**config.mk**
```make
export PLATFORM = sky130hd
export DESIGN_NAME = seq_alu
export DESIGN_NICKNAME = d
export VERILOG_FILES = /design/src/rtl/seq_alu.sv
export SDC_FILE = /design/constraint.sdc
export NUM_CORES = 1
export LEC_CHECK = 0
export ABC_AREA = 1
export ABC_CLOCK_PERIOD_IN_PS = 4800
export CORE_MARGIN = 5
export CORE_UTILIZATION = 55
export DETAILED_ROUTE_END_ITERATION = 8
export GPL_ROUTABILITY_DRIVEN = 0
export PLACE_DENSITY = 0.85
export SLEW_MARGIN = 10
export SYNTH_ARGS = -nofsm -noshare
export SYNTH_HDL_FRONTEND = slang
export SYNTH_SLANG_ARGS = --single-unit
```
**constraint.sdc**
```tcl
create_clock -name clk -period 4.8 [get_ports clk]
set_clock_uncertainty 0.15 [all_clocks]
set_input_delay 0.48 -clock clk [delete_from_list [all_inputs] [get_ports clk]]
set_output_delay 0.48 -clock clk [all_outputs]
set_load 0.01 [all_outputs]
```
**src/rtl/seq_alu.sv**
```systemverilog
// -----------------------------------------------------------------------------
// seq_alu
//   Sequential execute stage. Takes OperandA from the register file and
//   OperandB from the operand-B mux, then produces a registered Result along
//   with the Carry and Zero flags.
//   - ADD, SUB, AND, OR, XOR, SHL and SHR complete on the accept edge, so
//     their result is visible one cycle later.
//   - MUL runs as a WIDTH-step shift-add sequence. busy is high while it is
//     in flight.
//   - done pulses for one cycle on every edge that writes Result and flags.
//
// Ports
//   clk       in   rising-edge clock
//   reset     in   asynchronous, active-high reset
//   start     in   request; accepted only on an edge where busy=0
//   ALUop     in   3-bit operation code (ADD,SUB,AND,OR,XOR,MUL,SHL,SHR)
//   OperandA  in   WIDTH-bit first operand
//   OperandB  in   WIDTH-bit second operand
//   Result    out  WIDTH-bit registered result
//   Carry     out  registered carry / no-borrow / multiply-overflow flag
//   Zero      out  registered flag, set when the new Result is zero
//   busy      out  high while a multiply is in progress
//   done      out  one-cycle completion pulse
// -----------------------------------------------------------------------------
module seq_alu #(
  parameter int WIDTH = 8
) (
  input  logic             clk,
  input  logic             reset,
  input  logic             start,
  input  logic [2:0]       ALUop,
  input  logic [WIDTH-1:0] OperandA,
  input  logic [WIDTH-1:0] OperandB,
  output logic [WIDTH-1:0] Result,
  output logic             Carry,
  output logic             Zero,
  output logic             busy,
  output logic             done
);

  localparam int SHW = $clog2(WIDTH);     // shift-amount width
  localparam int CW  = $clog2(WIDTH) + 1; // counter must be able to hold WIDTH

  typedef enum logic [2:0] {
    OP_ADD = 3'b000,
    OP_SUB = 3'b001,
    OP_AND = 3'b010,
    OP_OR  = 3'b011,
    OP_XOR = 3'b100,
    OP_MUL = 3'b101,
    OP_SHL = 3'b110,
    OP_SHR = 3'b111
  } alu_op_e;

  typedef enum logic {
    S_IDLE,
    S_MUL
  } state_e;

  state_e             r_state;
  state_e             w_state_next;
  logic               w_busy;
  logic               w_accept;
  alu_op_e            w_op;

  // Registered outputs
  logic [WIDTH-1:0]   r_result;
  logic               r_carry;
  logic               r_zero;
  logic               r_done;

  // Multiply datapath
  logic [2*WIDTH-1:0] r_acc;
  logic [2*WIDTH-1:0] r_mcand;
  logic [WIDTH-1:0]   r_mplier;
  logic [CW-1:0]      r_count;
  logic [2*WIDTH-1:0] w_acc_next;
  logic               w_mul_last;

  // Single-cycle ALU
  logic [WIDTH:0]     w_sum;
  logic [WIDTH-1:0]   w_alu_result;
  logic               w_alu_carry;

  assign w_op       = alu_op_e'(ALUop);
  assign w_accept   = start & ~w_busy;
  assign w_mul_last = (r_count == CW'(1));

  // ---------------------------------------------------------------------------
  // FSM: state register
  // ---------------------------------------------------------------------------
  // NOTE: every clocked process uses non-blocking (<=) assignments, so all
  // registers update together from pre-edge values, whatever the order in
  // which the processes are evaluated.
  always_ff @(posedge clk or posedge reset) begin
    if (reset) begin
      r_state <= S_IDLE;
    end else begin
      r_state <= w_state_next;
    end
  end

  // ---------------------------------------------------------------------------
  // FSM: next-state logic
  // ---------------------------------------------------------------------------
  // NOTE: each combinational process assigns a default to every output first,
  // so no path leaves a signal unassigned and no latch is inferred.
  always_comb begin
    w_state_next = r_state;
    unique case (r_state)
      S_IDLE:  if (w_accept && (w_op == OP_MUL)) w_state_next = S_MUL;
      S_MUL:   if (w_mul_last)                   w_state_next = S_IDLE;
      default: w_state_next = S_IDLE;
    endcase
  end

  // ---------------------------------------------------------------------------
  // FSM: outputs
  // ---------------------------------------------------------------------------
  always_comb begin
    w_busy = 1'b0;
    if (r_state == S_MUL) w_busy = 1'b1;
  end

  // ---------------------------------------------------------------------------
  // Single-cycle operations, evaluated on the operands present at the accept
  // edge.
  // ---------------------------------------------------------------------------
  assign w_sum = {1'b0, OperandA} + {1'b0, OperandB};

  always_comb begin
    w_alu_result = '0;
    w_alu_carry  = 1'b0;
    unique case (w_op)
      OP_ADD: begin
        w_alu_result = w_sum[WIDTH-1:0];
        w_alu_carry  = w_sum[WIDTH];
      end
      OP_SUB: begin
        w_alu_result = OperandA - OperandB;
        w_alu_carry  = (OperandA >= OperandB); // set when there is no borrow
      end
      OP_AND: w_alu_result = OperandA & OperandB;
      OP_OR:  w_alu_result = OperandA | OperandB;
      OP_XOR: w_alu_result = OperandA ^ OperandB;
      // Shift amount is B modulo WIDTH. Only the low log2(WIDTH) bits are used.
      OP_SHL: w_alu_result = OperandA << OperandB[SHW-1:0];
      OP_SHR: w_alu_result = OperandA >> OperandB[SHW-1:0];
      OP_MUL: w_alu_result = '0; // handled by the multi-cycle path
      default: begin
        w_alu_result = '0;
        w_alu_carry  = 1'b0;
      end
    endcase
  end

  // One shift-add step. The final step's sum feeds Result directly, so the
  // completion edge already includes the last partial product.
  assign w_acc_next = r_mplier[0] ? (r_acc + r_mcand) : r_acc;

  // ---------------------------------------------------------------------------
  // Datapath and output registers
  // ---------------------------------------------------------------------------
  always_ff @(posedge clk or posedge reset) begin
    if (reset) begin
      r_result <= '0;
      r_carry  <= 1'b0;
      r_zero   <= 1'b0;
      r_done   <= 1'b0;
      r_acc    <= '0;
      r_mcand  <= '0;
      r_mplier <= '0;
      r_count  <= '0;
    end else begin
      r_done <= 1'b0;
      if (w_accept) begin
        if (w_op == OP_MUL) begin
          r_acc    <= '0;
          r_mcand  <= {{WIDTH{1'b0}}, OperandA};
          r_mplier <= OperandB;
          r_count  <= CW'(WIDTH);
        end else begin
          r_result <= w_alu_result;
          r_carry  <= w_alu_carry;
          r_zero   <= (w_alu_result == '0);
          r_done   <= 1'b1;
        end
      end else if (r_state == S_MUL) begin
        r_acc    <= w_acc_next;
        r_mcand  <= r_mcand << 1;
        r_mplier <= r_mplier >> 1;
        r_count  <= r_count - CW'(1);
        if (w_mul_last) begin
          r_result <= w_acc_next[WIDTH-1:0];
          r_carry  <= |w_acc_next[2*WIDTH-1:WIDTH]; // product overflowed WIDTH
          r_zero   <= (w_acc_next[WIDTH-1:0] == '0);
          r_done   <= 1'b1;
        end
      end
    end
  end

  assign Result = r_result;
  assign Carry  = r_carry;
  assign Zero   = r_zero;
  assign busy   = w_busy;
  assign done   = r_done;

endmodule

```
==> results of run 1 <==
## through the flow
stage	hold WS [ns]	setup slack (ns)	instance area, um^2	total power [W]	std cells
after global placement	0.3294	1.489	5604	0.002625	963
after global routing	0.3954	1.447	5700	0.003286	971
after floorplan	0.3034	2.652	5258	0.002169	828
after detailed placement	0.3465	1.472	5604	0.002667	963
final	0.3648	1.688	5700	0.002994	971
after CTS	0.3715	1.769	5700	0.002964	971
## cell families after synthesis
logic type	count (synthesis)
fa+ha+maj	45
xor+xnor	6
flops	56
compound gates	103
buf+inv	138
simple gates	480
## area by class of cell
cell class	count	area (um^2)
Clock buffer	6	82.58
Inverter	110	412.9
Multi-Input combinational cell	634	3291
Timing Repair Buffer	34	337.8
Fill cell	899	3583
Sequential cell	56	1401
Clock inverter	2	13.76
Tap cell	129	161.4
## worst paths after layout
kind                              from          end  slack [ns]
setup reg to reg               r_state  r_mplier[6]        1.75
hold / removal               Result[2]    Result[2]        0.36
min in group asynchronous        reset   r_count[2]        0.52
hold reg to reg              Result[2]    Result[2]        0.36
setup / recovery           OperandB[1]         Zero        1.69
max in group asynchronous        reset   r_mcand[0]        3.53
## worst min-delay path, delay by kind of cell, from the launching register on
kind	cells	cell delay (ns)
flops	1	0.37
compound gates	1	0.06
simple gates	1	0.05
## sequential cells by signal (all words and copies together) (netlist names)
signal / count
r_acc: 16
r_mcand: 16
Result: 8
r_mplier: 8
r_count: 4
Carry: 1
Zero: 1
done: 1
r_state: 1
## where the power goes
group / total, W / leakage, nW / switching (W) / internal [W]
clock network: 0.000276 / 0.0516 / 0.000158 / 0.000118
logic: 0.00183 / 2.26 / 0.00116 / 0.000667
registers: 0.000890 / 0.690 / 0.000208 / 0.000682
total: 0.00299 / 3.00 / 0.00153 / 0.00147
## synthesized netlist by cell type (3+ instances only)
master    number
nand3_1      107
o21ai_0       22
o21ai_1        8
a31oi_1       16
dfrtp_1       56
nand4_1       12
nor2_1        79
inv_2          8
and2_1         4
o22ai_1       12
buf_2         14
a22o_1         5
inv_1        102
a21oi_1       27
fa_1           3
nor2_4         3
xor2_1         4
ha_1          42
buf_4          4
nor3_1         7
o211ai_1       4
nand2_1      258
nor2_2         3
clkbuf_1       7
## metal layers
| layer | up-vias | track usage, % | wire length [um] | part of all wire [%] |
|---|---|---|---|---|
| met4 | 0 | 8.656 | 407 | 2.8 |
| met2 | 255 | 41.03 | 6528 | 44 |
| met1 | 2441 | 36.84 | 6600 | 45 |
| met5 | - | 0 | 0 | 0 |
| li1 | 2708 | - | - | - |
| met3 | 38 | 3.899 | 1199 | 8.1 |
==> impl_metrics.csv, run 1 <==
group,metric,value,unit
cells_and_area,mostFrequentLayoutCell,"nand2_1",
timing,tightest_slew,0.7564,ns
cells_and_area,fin_nets,908,
setup_path,crit_path_frequent_cell,"nand2_1",
grt,track_usage,26.15,%
synthesis,syn-num-nets,895,
cells_and_area,post-route-util,61.40,%
synthesis,yosys_warnings,0,
clock_tree,clk_pin_slew,0.09,ns
min_path,hold_path_depth,2,
floorplan,rows,35,
grt,first_global_vias,5078,
synthesis,yosys.area_share.simple,38.84,%
setup_path,reg2reg_depth,7,
detailed_routing,drc,0,
detailed_routing,postRouteAntennaNets,0,
synthesis,avgSynthCellArea,6.350,um^2
synthesis,synthCells,828,
clock_tree,insertion_delay,0.32,ns
clock_tree,cts_tree,"built",
floorplan,die_w,107.8,um
grt,overflow,0,
setup_path,start_kind,"primary input",
clock_tree,cts_made_buffers,5,
outcome,run_status,"finished clean",
clock_tree,clkSinkCount,56,
cells_and_area,layout-drive-gt1-share,3.563,%
floorplan,core_region_area,9284,um^2
timing,rsz0062_at_grt,"no",
synthesis,ys_async_sr_fraction,100.0,%
pwr,leakagePower,3.000,nW
timing,timing.final.crit_share,64.84,%
cells_and_area,synthToLayoutAreaGrowth,8.425,%
timing,fin_setup_tns,0,ns
pwr,powerDensity,525.3,nW/um^2
pwr,vdd_drop_max,0.4073,mV
detailed_routing,num_vias,5442,
synthesis,netlist-cell-type-count,39,
detailed_routing,firstDrtPassIters,5,
clock_tree,postCtsSetupRepairBufs,0,
timing,final-hold-violation-count,0,
setup_path,cp.required,4.89,ns
timing,timing.slew.headroom,49.58,%
setup_path,cp_top_family,"buffers and inverters",
detailed_routing,drt_iter0_markers,555,
synthesis,synth-seq-area-share,26.65,%
synthesis,synthAdderAreaFrac,11.14,%
synthesis,synth_area_leaders,"dfrtp_1 27%, nand2_1 18%, nand3_1 10%",
synthesis,synth-edff-count,0,
timing,finalCriticalPeriod,3.112,ns
timing,fmax,0.3213,GHz
detailed_routing,vias_per_cell,5.605,
setup_path,worst-path-stages,12,
floorplan,floorplan.initialDensity,56.63,%
cells_and_area,layout_common_cells,"258 x nand2_1, 107 x nand3_1, 101 x inv_1",
timing,setup_viol,0,
synthesis,synth_xor_area_share,0.9995,%
detailed_routing,wl_per_cell,15.18,um
setup_path,crit_type,"in -> reg",
placement,io_buffer_count,33,
clock_tree,cts.hold.buffers_added,0,
synthesis,synth_top_area_cell,"dfrtp_1",
setup_path,slowest_delay,0.95,ns
floorplan,die-area,11610,um^2
clock_tree,h-tree-depth,2,
grt,grt_pass1_wl,24.32,mm
grt,antenna_found_initial,0,
synthesis,synth-seq-cells,56,
synthesis,netlist_area,5258,um^2
clock_tree,cts_buffer_depth,2,
synthesis,synth_top_family_by_area,"simple AND/OR/NAND/NOR gates",
cells_and_area,n_antenna_cell,0,
clock_tree,cts_root_buffer,"clkbuf_8",
job,max-cap-violations,0,
floorplan,io-pin-count,34,
floorplan,die_y,107.8,um
setup_path,cp-end-kind,"flip-flop",
setup_path,crit_fanout,18,
synthesis,synth_compound_area_share,11.61,%
detailed_routing,routed_wl,14.74,mm
setup_path,critical_path_buf_inv_count,2,
timing,finalMaxSlewViolations,0,
min_path,min_path_type,"reg -> reg",
synthesis,synth_ff_type,"dfrtp_1",
synthesis,synth.top_cell.area_share,26.65,%
setup_path,crit_arrival,3.20,ns
grt,grt_max_degree,57,
setup_path,crit_path_top_delay_cell,"clkdlybuf4s50_1",
setup_path,crit_chain,"clkdlybuf4s50_1 -> inv_2 -> ha_1 -> o21ai_0 -> nand2_1 -> nor2_1 -> nand4_1 -> nand2_1 -> nand2_1 -> nor2_1 -> nand4_1 -> a21oi_1",
placement,dp_hpwl,11.32,mm
clock_tree,cts_resized,0,
synthesis,synthMuxAreaShare,0,%
No activity file was read; power rests on OpenSTA's default activity.
==> run 2: changes to the inputs <==
ABC_CLOCK_PERIOD_IN_PS = 2700   (was 4800)
PLACE_DENSITY = 0.88   (was 0.85)
clock period = 2.7 ns   (was 4.8 ns; I/O delays follow)
==> run 2 against run 1 <==
Compared with the run above: clock power is 83% higher; sequential cell count stayed put; register-to-register slack worse by 1.5 ns; sequential power rose by 72%; combinational power up 88%; critical endpoint is now Carry; worst hold slack worse by 0.24 ns; via count rose by 3.9%; sequential share of layout area shrank 0.96 points; highest routed layer unchanged; global-route usage rose by 0.27 points; worst setup slack worse by 1.5 ns; first-iteration DRC count down 14%.
==> impl_metrics.csv, run 2 (synthesized netlist as in run 1, its figures left out) <==
group,metric,value,unit
outcome,run_status,"finished clean",
clock_tree,clk_pin_slew,0.12,ns
clock_tree,cts_root_buffer,"clkbuf_8",
setup_path,cp.required,2.78,ns
detailed_routing,routed_wl,14.81,mm
grt,grt_pass1_wl,25.05,mm
cells_and_area,fin_cells,1000,
detailed_routing,met2_length,6.480,mm
clock_tree,cts_resized,0,
detailed_routing,wl_met1,6.541,mm
setup_path,crit_type,"reg -> reg",
grt,first_global_vias,5317,
grt,track_usage,26.42,%
grt,overflow,0,
pwr,leakagePower,3.138,nW
placement,dp.cells,992,
placement,dp_hpwl,11.72,mm
pwr,vdd_drop_max,0.8344,mV
detailed_routing,num_vias,5655,
detailed_routing,routed.top_layer,"met4",
floorplan,die-area,11610,um^2
setup_path,cp-end-kind,"flip-flop",
cells_and_area,layout_common_cells,"258 x nand2_1, 107 x nand3_1, 101 x inv_1",
floorplan,io-pin-count,34,
min_path,min_path_type,"in -> async",
floorplan,die_w,107.8,um
timing,tightest_slew,0.5024,ns
clock_tree,clkSinkCount,56,
floorplan,die_y,107.8,um
setup_path,start_kind,"flip-flop",
setup_path,crit_fanout,4,
timing,setup_viol,0,
cells_and_area,mostFrequentLayoutCell,"nand2_1",
detailed_routing,firstDrtPassIters,5,
clock_tree,h-tree-depth,2,
setup_path,crit_arrival,2.56,ns
clock_tree,insertion_delay,0.33,ns
grt,antenna_found_initial,0,
cells_and_area,layout-drive-gt1-share,6.889,%
clock_tree,cts_made_buffers,5,
detailed_routing,vias_per_cell,5.655,
pwr,powerDensity,922.6,nW/um^2
detailed_routing,wl_per_cell,14.81,um
grt,grt_max_degree,44,
cells_and_area,reg.largest.list,"r_acc x16, r_mcand x16",
timing,final-hold-violation-count,0,
clock_tree,cts_tree,"built",
timing,finalCriticalPeriod,2.485,ns
cells_and_area,fillers,844,
timing,finalMaxSlewViolations,0,
placement,io_buffer_count,33,
cells_and_area,fin_nets,937,
timing,timing.final.crit_share,92.02,%
timing,fin_setup_tns,0,ns
detailed_routing,drt_iter0_markers,480,
timing,timing.slew.headroom,66.46,%
detailed_routing,dr_wl_met3,1.445,mm
clock_tree,postCtsSetupRepairBufs,0,
job,max-cap-violations,0,
detailed_routing,postRouteAntennaNets,0,
detailed_routing,drc,0,
timing,rsz0062_at_grt,"no",
clock_tree,cts.hold.buffers_added,0,
floorplan,floorplan.initialDensity,56.63,%
floorplan,core_region_area,9284,um^2
clock_tree,cts_buffer_depth,2,
cells_and_area,n_antenna_cell,0,
timing,fmax,0.4025,GHz
floorplan,rows,35,
cells_and_area,synthToLayoutAreaGrowth,12.85,%
run 2: cell count changes in the layout (fill, tap and decap cells not counted), sizes merged:
cell,before,now
buf,1,30
clkbuf,6,5
clkinvlp,0,1
run 2: final timing paths:
kind                             start     endpoint  slack [ns]  cells past startpoint
setup / recovery            r_mcand[0]        Carry        0.22                     16
hold / removal                   reset  r_mcand[12]        0.12                      2
setup reg to reg            r_mcand[0]        Carry        0.22                     16
hold reg to reg            r_mplier[7]  r_mplier[7]        0.38                      2
max in group asynchronous        reset  r_mplier[5]        1.64                      3
min in group clk           r_mplier[7]  r_mplier[7]        0.38                      2
run 2: stage by stage:
step / total power (W) / util [%] / hold WS (ns) / area, um^2 / setup slack (ns)
after floorplan: 0.003856 / - / 0.2783 / 5258 / 0.5515
after global placement: 0.004791 / 62.84 / 0.3234 / 5834 / 0.04433
after detailed placement: 0.004876 / 62.84 / 0.3235 / 5834 / 0.009241
after CTS: 0.005406 / 63.88 / 0.1354 / 5931 / 0.1499
after global routing: 0.005992 / 63.91 / 0.1742 / 5933 / 0.02275
final: 0.005474 / 63.91 / 0.1203 / 5933 / 0.2154
run 2: cell type report:
class	instances	area (um^2)	area share [%]
Timing Repair Buffer	63	568.0	9.574
Inverter	110	412.9	6.959
Sequential cell	56	1401	23.62
Multi-Input combinational cell	634	3293	55.50
Clock inverter	3	27.53	0.4639
Clock buffer	5	68.82	1.160
Tap cell	129	161.4	2.720
run 2: layer usage:
| metal | track usage (%) | vias up |
|---|---|---|
| met5 | 0 | - |
| met4 | 6.943 | 0 |
| met3 | 4.499 | 33 |
| met2 | 41.12 | 274 |
| met1 | 37.94 | 2580 |
| li1 | - | 2768 |
run 2: worst max-delay path: stages (launching register included):
cell and delay, ns:
dfrtp_1 0.42, ha_1 0.24, fa_2 0.39, nand3_1 0.12
nand2_1 0.09, nand2_1 0.10, nand2_1 0.07, nand2_1 0.08
nand2_1 0.05, nand2_1 0.06, nand3_1 0.10, nand2_1 0.12
nand2_1 0.06, nor2_1 0.09, nand3_1 0.12, nand2_1 0.09
nand2_1 0.05
run 2: power by group:
part / switching, W / internal, W
combinational: 0.00214 / 0.00130
sequential: 0.000321 / 0.00121
clock: 0.000312 / 0.000192
==> run 3: changes to the inputs <==
ABC_CLOCK_PERIOD_IN_PS = default   (was 2700)
PLACE_DENSITY = 0.78   (was 0.88)
==> run 3 against run 2 <==
Compared with the run above: first-iteration DRC count rose by 14%; largest cell class unchanged; routed wire length rose by 3.3%; combinational power rose by 1%; sequential power barely moved; largest power group unchanged; highest routed layer unchanged; cell area rose by 0.46%; count of clock-buffer cells in the layout did not move; register-to-register slack got worse by 0.03 ns; maximum frequency fell by 1.3%.
==> impl_metrics.csv, run 3 (synthesized netlist as in run 1, its figures left out) <==
group,metric,value,unit
cells_and_area,fillers,889,
clock_tree,cts.hold.buffers_added,0,
grt,track_usage,27.20,%
placement,dpl_cell_area,5864,um^2
clock_tree,h-tree-depth,2,
timing,tightest_slew,0.5271,ns
cells_and_area,layout-drive-gt1-share,7.200,%
cells_and_area,fin_area,5961,um^2
detailed_routing,drc,0,
timing,final-hold-violation-count,0,
setup_path,crit_fanout,3,
pwr,p_switching,0.002762,W
outcome,run_status,"finished clean",
setup_path,start_kind,"flip-flop",
pwr,switching_share,50.36,%
clock_tree,postCtsSetupRepairBufs,0,
pwr,intPower,0.002723,W
timing,finalCriticalPeriod,2.517,ns
timing,rsz0062_at_grt,"no",
grt,antenna_found_initial,0,
cells_and_area,synthToLayoutAreaGrowth,13.37,%
clock_tree,cts_resized,0,
floorplan,core_region_area,9284,um^2
placement,post-place-ws,0.03988,ns
floorplan,floorplan.initialDensity,56.63,%
clock_tree,insertion_delay,0.32,ns
clock_tree,cts_root_buffer,"clkbuf_8",
detailed_routing,routed_wl,15.29,mm
grt,overflow,0,
setup_path,crit_path_top_delay_cell,"dfrtp_1",
floorplan,rows,35,
placement,io_buffer_count,33,
job,max-cap-violations,0,
timing,fin_setup_tns,0,ns
timing,timing.final.crit_share,93.21,%
cells_and_area,post-route-util,64.20,%
detailed_routing,firstDrtPassIters,5,
clock_tree,cts_made_buffers,5,
detailed_routing,drt_iter0_markers,548,
timing,finalMaxSlewViolations,0,
setup_path,cp_top_family,"adder cells",
pwr,pwr-share-clk,9.0,%
timing,setup_viol,0,
cells_and_area,fin_nets,941,
pwr,leakagePower,3.159,nW
pwr,p_comb_share,63.5,%
floorplan,io-pin-count,34,
placement,dp_hpwl,12.26,mm
clock_tree,cts_buffer_depth,2,
floorplan,die_y,107.8,um
setup_path,cp-end-kind,"flip-flop",
floorplan,die-area,11610,um^2
pwr,powerDensity,920.2,nW/um^2
pwr,vdd_drop_max,0.5121,mV
detailed_routing,wl_per_cell,15.23,um
grt,first_global_vias,5378,
cells_and_area,mostFrequentLayoutCell,"nand2_1",
setup_path,crit_chain,"ha_1 -> fa_1 -> buf_4 -> nand2_1 -> nand2_1 -> o21ai_0 -> nor2_1 -> o211ai_1 -> nor2_1 -> nand3_1 -> nor2_1 -> nor2_1 -> a21oi_1",
clock_tree,cts_tree,"built",
pwr,p_seq_share,27.5,%
setup_path,crit_path_frequent_cell,"nor2_1",
clock_tree,clk_pin_slew,0.11,ns
timing,timing.slew.headroom,64.82,%
cells_and_area,reg.largest.list,"r_acc x16, r_mcand x16",
setup_path,crit_arrival,2.58,ns
cells_and_area,n_antenna_cell,0,
setup_path,crit_type,"reg -> reg",
setup_path,slowest_delay,0.42,ns
pwr,total_power,0.005485,W
grt,grt_pass1_wl,25.54,mm
setup_path,critical_path_buf_inv_count,1,
setup_path,cp.required,2.77,ns
timing,fin_ws,0.1834,ns
detailed_routing,postRouteAntennaNets,0,
min_path,min_path_type,"in -> async",
timing,fmax,0.3974,GHz
detailed_routing,vias_per_cell,5.686,
grt,grt_max_degree,44,
clock_tree,clkSinkCount,56,
floorplan,die_w,107.8,um
detailed_routing,num_vias,5709,
cells_and_area,layout_common_cells,"258 x nand2_1, 107 x nand3_1, 101 x inv_1",
[run 3: cell types whose count changed in the layout (fill, tap and decap cells not counted)]
cell,before,now
buf_4,29,33
fa_1,2,3
fa_2,1,0
[run 3: final timing paths]
check	end	cells past startpoint	slack, ns	from
worst min register to register	r_mplier[7]	2	0.35	r_mplier[7]
min in group clk	r_mplier[7]	2	0.35	r_mplier[7]
worst max-delay path	Zero	13	0.18	r_mcand[0]
worst max register to register	Zero	13	0.18	r_mcand[0]
worst min-delay path	done	2	0.12	reset
max in group asynchronous	r_acc[1]	3	1.63	reset
[run 3: final cells by class]
class,instances,area (um^2),area share (%)
sequential,56,1401,23.51
clock buffer,5,68.82,1.154
clock inverter,3,27.53,0.4618
inverter,110,412.9,6.927
multi-input combinational,634,3291,55.21
timing repair buffer,67,598.1,10.03
tap,129,161.4,2.708
[run 3: routing by layer]
metal	vias to the layer above	routed length [um]	global-route usage (%)
met4	0	381	8.386
met5	-	0	0
li1	2784	-	-
met3	42	1401	3.779
met1	2593	6506	37.29
met2	290	7002	44.40
[run 3: worst register-to-register path: cells and delay by family (launching register included)]
family | cells | cell delay, ns
adders and majority gates | 2 | 0.66
DFF | 1 | 0.42
AOI/OAI and AO/OA | 3 | 0.49
buffers and inverters | 1 | 0.17
and+or+nand+nor | 7 | 0.55
[run 3: power by group through the flow]
stage,combinational (W),clock (W),sequential (W)
4_1_cts,0.00344,0.000499,0.00150
3_3_place_gp,0.00332,0,0.00151
2_1_floorplan,0.00240,0,0.00146
5_1_grt,0.00392,0.000538,0.00155
6_report,0.00348,0.000492,0.00151
3_5_place_dp,0.00342,0,0.00152
[run 3: through the flow]
step | hold slack [ns] | instances
final | 0.1203 | 1004
after global placement | 0.3199 | 996
after floorplan | 0.2783 | 828
after CTS | 0.1301 | 1004
after detailed placement | 0.3239 | 996
after global routing | 0.1670 | 1004
==> RTL edit, RTL diff (config.mk and constraints of run 2) <==
Put one more register stage on the output `Result`, without a reset. The value now appears one clock later. The other outputs are not delayed to match. Comments in the files are not updated.
--- a/src/rtl/seq_alu.sv
+++ b/src/rtl/seq_alu.sv
@@ -200,7 +200,9 @@
     end
   end
 
-  assign Result = r_result;
+  always_ff @(posedge clk) begin
+    Result <= r_result;
+  end
   assign Carry  = r_carry;
   assign Zero   = r_zero;
   assign busy   = w_busy;
Formal check against the unedited RTL: not equivalent (a bounded check fails within 4 cycles, from zero or initial values and one cycle with reset high).
==> RTL edit against run 2 <==
Synthesized area increased by 3.5%; worst setup slack got worse by 0.040 ns; critical path depth decreased by 5; routed wire length increased by 2.7%; sequential share of layout area increased by 1.4 points; power increased by 15%; cell area increased by 5.4%; synthesized cell count increased by 1.6%; first-iteration DRC count decreased by 1.7%; sequential cell count increased by 8; largest power group unchanged.
==> RTL edit: results (changes against run 2) <==
* Crit path DAT at 2.66 ns (+0.10 ns)
* DRT iter0 DRCs at 472 (-1.7%)
* Vias at 5723 (+1.2%)
* Hold_ws at 0.242 ns (+0.122 ns)
* Status: finished clean
* Global-route wire length before repair at 25400 um (+1.3%)
* Net Sw Frac at 47.7% (-2.9 points)
* Routed WL at 15200 um (+2.7%)
* Largest stage delay, worst path at 0.45 ns (+0.03 ns)
* Reg-to-reg slack, setup at 0.18 ns (-0.04 ns)
* Leading cell types by count after synthesis: nand2_1 (252), nand3_1 (126), inv_1 (107), nor2_1 (70), dfrtp_1 (56)
* Share of cells above drive strength 1 at 7.86% (+0.97 points)
* Slew margin rel. at 52.9% (-14 points)
* Synth cell types at 40 (+2.6%)
* # nets final at 953 (+1.7%)
* Dpl ws at 0.0347 ns (+0.0255 ns)
* Fillers at 861 (+2.0%)
* Worst-path maximum fanout at 3 (-1)
* Post-synthesis sequential area ratio at 28.7% (+2.0 points)
* Global Route met1 Usage at 34.5% (-3.4 points)
* Met3 usage at 3.52% (-0.98 points)
* Clock slew at reported path FFs at 0.08 ns (-0.04 ns)
* Post-synthesis compound-gate area fraction at 10.4% (-1.2 points)
* Synth Area in Adders at 10.8% (-0.38 points)
* Post-Synth XOR/XNOR Area at 1.13% (+0.13 points)
* Placed Area at 6020 um^2 (+3.2%)
* Worst path slowest cell: fa_1
* Maximum vdd drop at 0.000434 V (-48%)
* Mapped Cells at 841 (+1.6%)
* Vias in the first global route at 5406 (+1.7%)
* Tot GR Track Use at 26.6% (+0.21 points)
* GR met2 Demand/Resource at 44.8% (+3.7 points)
* Total CTS buffers at 9 (+4)
[RTL edit: cell types whose count changed in the layout (fill, tap and decap cells not counted), sizes merged, moves of 4 or more]
cell	before	now
nand3	109	128
nor2	85	73
dfxtp	0	8
inv	111	117
a22o	5	0
a21oi	29	25
clkbuf	5	9
nand2	258	254
[RTL edit: power groups by stage]
stage / Combinational (mW) / Sequential, mW / Clock (mW)
after floorplan: 2.54 / 1.67 / 0
after global placement: 3.40 / 1.74 / 0
after detailed placement: 3.49 / 1.75 / 0
after CTS: 3.55 / 1.74 / 0.958
after global routing: 4.08 / 1.79 / 0.999
final: 3.60 / 1.75 / 0.947
[RTL edit: final timing paths]
path / start / endpoint / cells past startpoint
min: r_result[1]$_DFFE_PP0P_ / Result[1]$_DFF_P_ / 0
min in group asynchronous: reset / r_acc[14]$_DFFE_PP0P_ / 3
max in group asynchronous: reset / r_mplier[7]$_DFFE_PP0P_ / 3
min reg2reg: r_result[1]$_DFFE_PP0P_ / Result[1]$_DFF_P_ / 0
max: r_mcand[0]$_DFFE_PP0P_ / Zero$_DFFE_PP0P_ / 11
max reg2reg: r_mcand[0]$_DFFE_PP0P_ / Zero$_DFFE_PP0P_ / 11
[RTL edit: layer usage]
metal / vias up / wire length, um
li1: 2829 / -
met1: 2567 / 6180
met2: 278 / 7280
met3: 49 / 1230
met4: 0 / 522
met5: - / 0
[RTL edit: layout make-up]
type | count | area share [%]
multi-input combinational | 632 | 52.6
clock inverter | 7 | 1.64
inverter | 116 | 7.01
clock buffer | 9 | 1.98
tap | 133 | 2.66
timing repair buffer | 63 | 9.09
sequential | 64 | 25.0
